**config.mk**
```make
export PLATFORM = sky130hd
export DESIGN_NAME = steer_en_ctrl
export DESIGN_NICKNAME = d
export VERILOG_FILES = /design/src/rtl/steer_pkg.sv /design/src/rtl/steer_tmr.sv /design/src/rtl/steer_en_ctrl.sv
export SDC_FILE = /design/constraint.sdc
export NUM_CORES = 1
export LEC_CHECK = 0
export ABC_AREA = 1
export CAP_MARGIN = 20
export CORE_MARGIN = 2
export CORE_UTILIZATION = 66
export DETAILED_ROUTE_END_ITERATION = 6
export GPL_TIMING_DRIVEN = 0
export PLACE_DENSITY = 0.95
export SYNTH_ARGS = -nofsm -noshare
export SYNTH_HDL_FRONTEND = slang
export SYNTH_SLANG_ARGS = --single-unit
export TNS_END_PERCENT = 5
```
**constraint.sdc**
```tcl
create_clock -name clk -period 8.6 [get_ports clk]
set_input_delay 1.72 -clock clk [delete_from_list [all_inputs] [get_ports clk]]
set_output_delay 1.72 -clock clk [all_outputs]
set_load 0.02 [all_outputs]
```
**src/rtl/steer_pkg.sv**
```systemverilog
// Shared types and constants for the steering-enable sequencer.
//   steer_state_t : rider/steering sequencer states
//   TMR_W         : stance timer width
//   TMR_FAST_W    : timer bits that must be all ones for "full" in fast-sim builds
//   iir_step      : one update of the optional load-cell smoothing filter
package steer_pkg;

  typedef enum logic [1:0] {
    IDLE  = 2'd0,
    WAIT  = 2'd1,
    STEER = 2'd2
  } steer_state_t;

  localparam int unsigned TMR_W       = 26;
  localparam int unsigned TMR_FAST_W  = 15;

  localparam logic [11:0] MIN_RIDER_WT_DEF = 12'h200;
  localparam logic [11:0] WT_HYST_DEF      = 12'h040;

  // avg + ((ld - avg) >>> 2); the arithmetic shift floors, so the average never
  // overshoots the input and stays inside the 12-bit range.
  function automatic logic [11:0] iir_step(input logic [11:0] avg, input logic [11:0] ld);
    logic signed [12:0] dlt;
    logic signed [12:0] stp;
    dlt = $signed({1'b0, ld}) - $signed({1'b0, avg});
    stp = dlt >>> 2;
    return avg + stp[11:0];
  endfunction

endpackage

```
**src/rtl/steer_tmr.sv**
```systemverilog
// Saturating stance timer.
//   clk      : system clock
//   rst_n    : synchronous active-low reset
//   clr      : clear count to zero (wins over inc)
//   inc      : advance count by one unless already full
//   tmr_full : FAST_SIM=1 -> low TMR_FAST_W bits all ones; FAST_SIM=0 -> all bits ones
module steer_tmr
  import steer_pkg::*;
#(
  parameter bit FAST_SIM = 1'b1
) (
  input  logic clk,
  input  logic rst_n,
  input  logic clr,
  input  logic inc,
  output logic tmr_full
);

  logic [TMR_W-1:0] cnt_q;

  always_comb begin
    if (FAST_SIM) begin
      tmr_full = &cnt_q[TMR_FAST_W-1:0];
    end else begin
      tmr_full = &cnt_q;
    end
  end

  // Holds at full rather than wrapping.
  always_ff @(posedge clk) begin
    if (!rst_n) begin
      cnt_q <= '0;
    end else if (clr) begin
      cnt_q <= '0;
    end else if (inc && !tmr_full) begin
      cnt_q <= cnt_q + 1'b1;
    end
  end

endmodule

```
**src/rtl/steer_en_ctrl.sv**
```systemverilog
// Rider-presence and steering-enable sequencer for the balance controller.
// Watches the platform load cells; steering is enabled only after a stable,
// balanced stance has been held for the stance timer window.
//   clk       : system clock
//   rst_n     : synchronous active-low reset
//   vld       : one-cycle strobe, new lft_ld/rght_ld sample
//   lft_ld    : left load cell, unsigned 12 bit
//   rght_ld   : right load cell, unsigned 12 bit
//   en_steer  : steering enabled (registered)
//   rider_off : no rider, clears PID integrator (registered)
// Build option: define STEER_LD_AVG_EN to replace raw sample capture with a
// per-side IIR average (avg += (ld - avg) >>> 2 on each vld).
module steer_en_ctrl
  import steer_pkg::*;
#(
  parameter bit          FAST_SIM     = 1'b1,
  parameter logic [11:0] MIN_RIDER_WT = MIN_RIDER_WT_DEF,
  parameter logic [11:0] WT_HYST      = WT_HYST_DEF
) (
  input  logic        clk,
  input  logic        rst_n,
  input  logic        vld,
  input  logic [11:0] lft_ld,
  input  logic [11:0] rght_ld,
  output logic        en_steer,
  output logic        rider_off
);

  localparam logic [12:0] ThrHi = {1'b0, MIN_RIDER_WT} + {1'b0, WT_HYST};
  localparam logic [12:0] ThrLo = {1'b0, MIN_RIDER_WT} - {1'b0, WT_HYST};

  logic [11:0]  lft_q, rght_q;
  logic [12:0]  sum, diff;
  logic         sum_hi, sum_lo, diff_q, diff_big;
  logic         tmr_clr, tmr_inc, tmr_full;
  steer_state_t state, nxt;

  // Sample registers
`ifdef STEER_LD_AVG_EN
  always_ff @(posedge clk) begin
    if (!rst_n) begin
      lft_q  <= '0;
      rght_q <= '0;
    end else if (vld) begin
      lft_q  <= iir_step(lft_q, lft_ld);
      rght_q <= iir_step(rght_q, rght_ld);
    end
  end
`else
  always_ff @(posedge clk) begin
    if (!rst_n) begin
      lft_q  <= '0;
      rght_q <= '0;
    end else if (vld) begin
      lft_q  <= lft_ld;
      rght_q <= rght_ld;
    end
  end
`endif

  // Stance evaluation, every clock on the held samples.
  always_comb begin
    sum = {1'b0, lft_q} + {1'b0, rght_q};
    if (lft_q >= rght_q) begin
      diff = {1'b0, lft_q - rght_q};
    end else begin
      diff = {1'b0, rght_q - lft_q};
    end
    sum_hi   = sum > ThrHi;
    sum_lo   = sum < ThrLo;
    // Moderate imbalance restarts the settle window; only a near one-footed
    // stance (diff close to the whole sum) drops steering.
    diff_q   = diff > (sum >> 2);
    diff_big = diff > (sum - (sum >> 4));
  end

  steer_tmr #(
    .FAST_SIM (FAST_SIM)
  ) u_tmr (
    .clk      (clk),
    .rst_n    (rst_n),
    .clr      (tmr_clr),
    .inc      (tmr_inc),
    .tmr_full (tmr_full)
  );

  always_comb begin
    nxt     = state;
    tmr_clr = 1'b0;
    tmr_inc = 1'b0;
    unique case (state)
      IDLE: begin
        tmr_clr = 1'b1;
        if (sum_hi) begin
          nxt = WAIT;
        end
      end
      WAIT: begin
        if (sum_lo) begin
          nxt     = IDLE;
          tmr_clr = 1'b1;
        end else if (diff_q) begin
          tmr_clr = 1'b1;
        end else if (tmr_full) begin
          nxt = STEER;
        end else begin
          tmr_inc = 1'b1;
        end
      end
      STEER: begin
        if (sum_lo) begin
          nxt     = IDLE;
          tmr_clr = 1'b1;
        end else if (diff_big) begin
          nxt     = WAIT;
          tmr_clr = 1'b1;
        end
      end
      default: begin
        nxt     = IDLE;
        tmr_clr = 1'b1;
      end
    endcase
  end

  // Outputs decode the next state so they line up with the state register.
  always_ff @(posedge clk) begin
    if (!rst_n) begin
      state     <= IDLE;
      en_steer  <= 1'b0;
      rider_off <= 1'b1;
    end else begin
      state     <= nxt;
      en_steer  <= (nxt == STEER);
      rider_off <= (nxt == IDLE);
    end
  end

endmodule

```
==> results of run 1 <==
==> per-stage QoR <==
step / hold slack [ns] / setup WS [ns] / cell area [µm²] / power (µW)
global placement: 0.4661 / 3.165 / 5400 / 799.7
detailed placement: 0.4826 / 2.968 / 5400 / 829.8
finish: 0.4951 / 2.916 / 5485 / 968.4
global route: 0.5145 / 2.522 / 5485 / 1058
floorplan: 0.4503 / 4.027 / 4996 / 683.5
CTS: 0.4959 / 2.931 / 5485 / 960.3
==> layer usage <==
layer / global-route usage, % / part of all wire [%]
met2: 55.68 / 47
met5: 0 / 0
met3: 2.739 / 5.9
met1: 42.95 / 45
met4: 8.712 / 2.3
==> worst max-delay path: cells and delay by family, from the launching register on <==
kind,cells,cell delay (ns)
simple gates,16,1.86
fa+ha+maj,3,0.98
xor+xnor,2,0.62
buf+inv,5,0.66
compound gates,5,1.03
flops,1,0.43
==> cells in the mapped netlist <==
master,count,area [µm²]
a21oi_2,11,96.34
xnor2_1,5,43.79
nand2_4,3,33.78
or2_2,1,6.260
o221ai_1,2,17.52
nand2_2,7,43.79
a21oi_1,55,275.3
nor2_1,33,123.9
a21boi_0,2,15.01
nand3_1,64,320.3
fa_1,4,80.08
buf_4,3,22.52
nor3b_2,1,12.51
nor4_1,4,25.02
inv_2,9,33.78
a21boi_1,1,7.510
o21ai_1,1,5.000
nor2_4,2,22.52
a32oi_1,1,8.760
o21bai_1,5,37.54
nand4_1,10,62.56
o211ai_1,1,7.510
a21o_1,1,7.510
a21oi_4,1,16.27
clkinv_1,1,3.750
dfxtp_1,43,860.8
inv_1,113,424.2
a31oi_1,5,31.28
and3_1,1,6.260
nor2_2,8,50.05
buf_2,3,15.01
a211oi_1,2,15.01
nand3_4,1,17.52
buf_6,8,90.09
mux2i_1,2,20.02
xor2_1,26,227.7
nor3_1,13,65.06
nand3_2,4,40.04
ha_1,70,875.8
o21ai_0,40,200.2
nand2_1,187,701.9
clkbuf_1,7,26.28
==> cells by family (layout without fill, tap and decap cells) <==
kind of cell / count (synthesis) / count (layout) / synth area share, %
AOI/OAI and AO/OA: 128 / 128 / 14.83
xor gates and xnor gates: 31 / 31 / 5.435
adders and majority gates: 74 / 74 / 19.13
buffers and inverters: 144 / 180 / 12.32
DFF: 43 / 43 / 17.23
muxes: 2 / 2 / 0.4007
and+or+nand+nor: 339 / 339 / 30.65
==> sequential cells by signal, summed over array words and instances, names as in the netlist <==
name	flops
en_steer	1
lft_q	12
rght_q	12
rider_off	1
state	2
u_tmr.cnt_q	15
==> area by class of cell <==
cell class | instances | area, µm² | share of cell area, %
buffer | 21 | 153.9 | 2.806
multi-input combinational | 574 | 3520 | 64.17
timing repair buffer | 28 | 280.3 | 5.109
clock inverter | 2 | 12.51 | 0.2281
clock buffer | 6 | 72.57 | 1.323
tap | 99 | 123.9 | 2.258
sequential | 43 | 860.8 | 15.69
inverter | 123 | 461.7 | 8.417
==> power by group <==
group          leakage [µW]  internal [µW]  switching [µW]
registers          0.000353            209            9.05
clock network     0.0000412           56.9            72.6
logic               0.00225            232             389
==> path summary, 6_finish.rpt <==
path	end	cells after the start	startpoint	slack, ns
worst max-delay path	u_tmr.cnt_q[5]	31	lft_q[1]	2.92
worst min-delay path	u_tmr.cnt_q[1]	2	u_tmr.cnt_q[1]	0.50
worst min register to register	u_tmr.cnt_q[1]	2	u_tmr.cnt_q[1]	0.50
worst max register to register	u_tmr.cnt_q[5]	31	lft_q[1]	2.92
==> metrics, run 1 <==
Pleak about 0.0026 µW; post-synth design cell area 4996 µm²; Largest stage delay, worst path 0.47 ns; fin util about 75%; core area around 7300 µm²; number of gates resized after cts 0; Final setup violation count 0; clk_lat worst skew around 0.29 ns; first-pass GRT wire length approximately 22,000 µm; 1st-iter DRT viols roughly 370; clock-pin slew on the worst setup and hold paths around 0.09 ns; HP Class reg2reg; Slew Limit Fails 0; diode count 0; Distinct cells, synth 42; Setup TNS Final 0 ns; total congestion overflow 0; Die H ~91 µm; final hold vios 0; largest net degree at the start of global routing 14; CTS Buf Count 5; vias per cell roughly 5.7; clk root buf clkbuf_8; final wirelength around 13,000 µm; Net Count, Synth between 800 and 900; placed cell count between 800 and 900; clk sink count 43; vias in the first global route 4,987; Clock Skews about 0.016 ns; CTS tree yes; post-CTS setup buffer count 0; Cell Pwr Density 176.6 nW/µm²; dpl hpwl ~11,000 µm; Period minus WS final between 5 and 6 ns; crit path DAT slightly below 6 ns; most common cell after layout, fill and taps aside nand2_1; crit-path max FO 10; worst slew pin tran ~0.57 ns; Initial Utilization 68.51%; Seq/Total Area, Yosys 17.23%; Area Overhead vs Synth 9.792%; GRT Resource Usage Total approximately a third; outcome completed; cell mode on critical path nand2_1; DRC Markers 0; Rows 31; RSZ-0062 raised after global routing no; htree depth 2; number of buffers added on ports 28; First-pass DRT Iterations 5; share of post-route cells with drive strength above 1 under 10%; Slowest-stage cell, CP xor2_1; register bit total from synthesis 43; maximum VDD drop 0.00009748 V; vias post-DR 5,147; GPL Wtd Cong ~0.92; period utilisation layout between 60% and 70%; die area a little over 8000 µm²; initial antenna violation count 0; critical path class reg2reg; non-filler instance count after layout 896; deepest clock path buffer count 2; Routed WL per cell 14.69 µm; Syn Area/Cell about 6.6 µm²; fillers between 600 and 700; Max transition margin roughly three fifths; cells after synthesis around 760; Setup crit start kind flop; commonest non-fill, non-tap cells in the layout 187 x nand2_1, 113 x inv_1, 70 x ha_1; Max Cap Viol 0; Nets around 900; CTS Hold Bufs 0; post-route ant nets 0; max frequency approximately 0.18 GHz; Synth Warn # 0; Req. time, crit path approximately 8.8 ns; Worst Setup End Kind flop; I/O pin cnt 29; DIE WIDTH 91.01 µm
(Power assumes the default switching activity.)
==> inputs of run 2 (changes only) <==
Settings changed: CORE_UTILIZATION 66 to 62, PLACE_DENSITY 0.95 to 0.9.
Clock period 8.6 ns to 5.31 ns, I/O delays scaled along.
==> metrics, run 2 (same netlist as run 1, synthesis figures left out) <==
CTS Buf Count 5 (unchanged); Psw 822.0 µW (+75%); total congestion overflow 0 (unchanged); Nets 898 (+0.11%); clk_lat worst skew 0.32 ns (+0.03 ns); outcome completed; most common cell after layout, fill and taps aside nand2_1; Cell Pwr Density 294.7 nW/µm² (+67%); Req. time, crit path 5.53 ns (-3.26 ns); Largest stage delay, worst path 0.37 ns (-0.10 ns); commonest non-fill, non-tap cells in the layout 185 x nand2_1, 113 x inv_1, 70 x ha_1; GRT Resource Usage Total 29.60% (-2.6 points); part of the power in registers 21.4% (-1.1 points); number of buffers added on ports 28 (unchanged); Initial Utilization 64.32% (-4.2 points); Max transition margin 59.67% (-2.1 points); cell mode on critical path nand2_1; Period minus WS final 5.001 ns (-0.6832 ns); core area 7767 µm² (+6.5%); period utilisation layout 94.18% (+28 points); non-filler instance count after layout 900 (+0.45%); Rows 32 (+3.2%); vias in the first global route 4,900 (-1.7%); Setup crit start kind flop; internal power 823.3 µW (+65%); pre-CTS WS -0.2677 ns (-3.236 ns); max FFs per register 15 (unchanged); initial antenna violation count 0 (unchanged); first-pass GRT wire length 21,030 µm (-6.0%); WHS 0.4899 ns (-0.005118 ns); HP Class reg2reg; htree depth 2 (unchanged); DRC Markers 0 (unchanged); largest net degree at the start of global routing 16 (+2); DP Area 5404 µm² (about the same); Final setup violation count 0 (unchanged); clk root buf clkbuf_8; critical path class reg2reg; Top Registers u_tmr.cnt_q x15, lft_q x12, rght_q x12; DIE WIDTH 93.77 µm (+3.0%); placed cell count 891 (+0.34%); maximum VDD drop 0.0001779 V (+82%); dpl hpwl 10,290 µm (-4.5%); I/O pin cnt 29 (unchanged); Worst Slack Setup Final 0.3088 ns (-2.607 ns); 1st-iter DRT viols 310 (-17%); Area Overhead vs Synth 11.75%; Pleak 0.002662 µW (+0.69%); Routed WL per cell 14.20 µm (-3.4%); vias per cell 5.628 (-2.0%); max frequency 0.2000 GHz (+14%); Max Cap Viol 0 (unchanged); die area 8792 µm² (+6.2%); clock-pin slew on the worst setup and hold paths 0.10 ns (about the same); final wirelength 12,780 µm (-2.9%); deepest clock path buffer count 2 (unchanged); vias post-DR 5,065 (-1.6%); crit path DAT 5.22 ns (-0.66 ns); CTS tree yes; Reg with most FFs u_tmr.cnt_q; post-route ant nets 0 (unchanged); post-route cell area 5583 µm² (+1.8%); Worst Setup End Kind flop; clk sink count 43 (unchanged); Slew Limit Fails 0 (unchanged); Die H 93.77 µm (+3.0%); GPL Wtd Cong 0.9814 (+6.7%); worst slew pin tran 0.6049 ns (+0.03107 ns); Setup TNS Final 0 ns (unchanged); clock share of power 14.4% (+1.0 points); share of post-route cells with drive strength above 1 10.53% (+1.9 points); dominant delay contributor by cell family on the critical path simple AND/OR/NAND/NOR gates; final hold vios 0 (unchanged); switch share 49.96% (+1.4 points); diode count 0 (unchanged); CP bufs+invs 6 (+1); Comb pwr share 64.2% (about the same); Slowest-stage cell, CP dfxtp_1; Clock Skews 0.01513 ns (-0.0004562 ns); crit-path max FO 10 (unchanged); First-pass DRT Iterations 6 (+1); CTS Hold Bufs 0 (unchanged)
run 2: what timing repair did:
action | CTS | global route
setup endpoints to repair | 19 | 19
pin swaps | 0 | 2
gates resized for setup | 4 | 14
cloned | 0 | 0
buffers inserted | 0 | 1
run 2: worst reg2reg max path: cells and delay by family, from the launching register on:
family / cells / cell delay, ns
fa+ha+maj: 3 / 0.90
simple gates: 15 / 1.75
xor+xnor: 2 / 0.31
compound gates: 5 / 0.87
buf+inv: 6 / 0.67
flops: 1 / 0.37
run 2: area by class of cell:
cell class,instances,area (µm²)
Buffer,21,157.7
Clock buffer,5,68.82
Clock inverter,3,23.77
Fill cell,656,2185
Inverter,123,461.7
Multi-Input combinational cell,574,3591
Sequential cell,43,864.6
Tap cell,102,127.6
Timing Repair Buffer,29,287.8
run 2: path summary, 6_finish.rpt:
| kind | from | endpoint | slack (ns) | cells after the start |
|---|---|---|---|---|
| setup reg to reg | lft_q[3] | u_tmr.cnt_q[5] | 0.31 | 31 |
| hold / removal | rght_q[11] | rght_q[11] | 0.49 | 2 |
| hold reg to reg | rght_q[11] | rght_q[11] | 0.49 | 2 |
| setup / recovery | lft_q[3] | u_tmr.cnt_q[5] | 0.31 | 31 |
run 2: metrics by stage:
stage / power, µW / utilization (%)
after floorplan: 1107 / -
after global placement: 1292 / 69.57
after detailed placement: 1335 / 69.57
after CTS: 1586 / 71.04
after global routing: 1777 / 71.88
final: 1645 / 71.88
run 2: power by group through the flow:
stage          Sequential, µW  Clock, µW  Combinational [µW]
4_1_cts                   352        238                 996
2_1_floorplan             359          0                 748
3_5_place_dp              359          0                 976
5_1_grt                   355        251                1170
6_report                  352        237                1060
3_3_place_gp              358          0                 934
run 2: layer usage:
layer | part of all wire (%) | global-route usage [%] | wire length, µm
met1 | 42 | 34.80 | 5383
met2 | 50 | 55.06 | 6328
met3 | 4.9 | 2.970 | 627
met4 | 3.4 | 10.87 | 437
met5 | 0 | 0 | 0
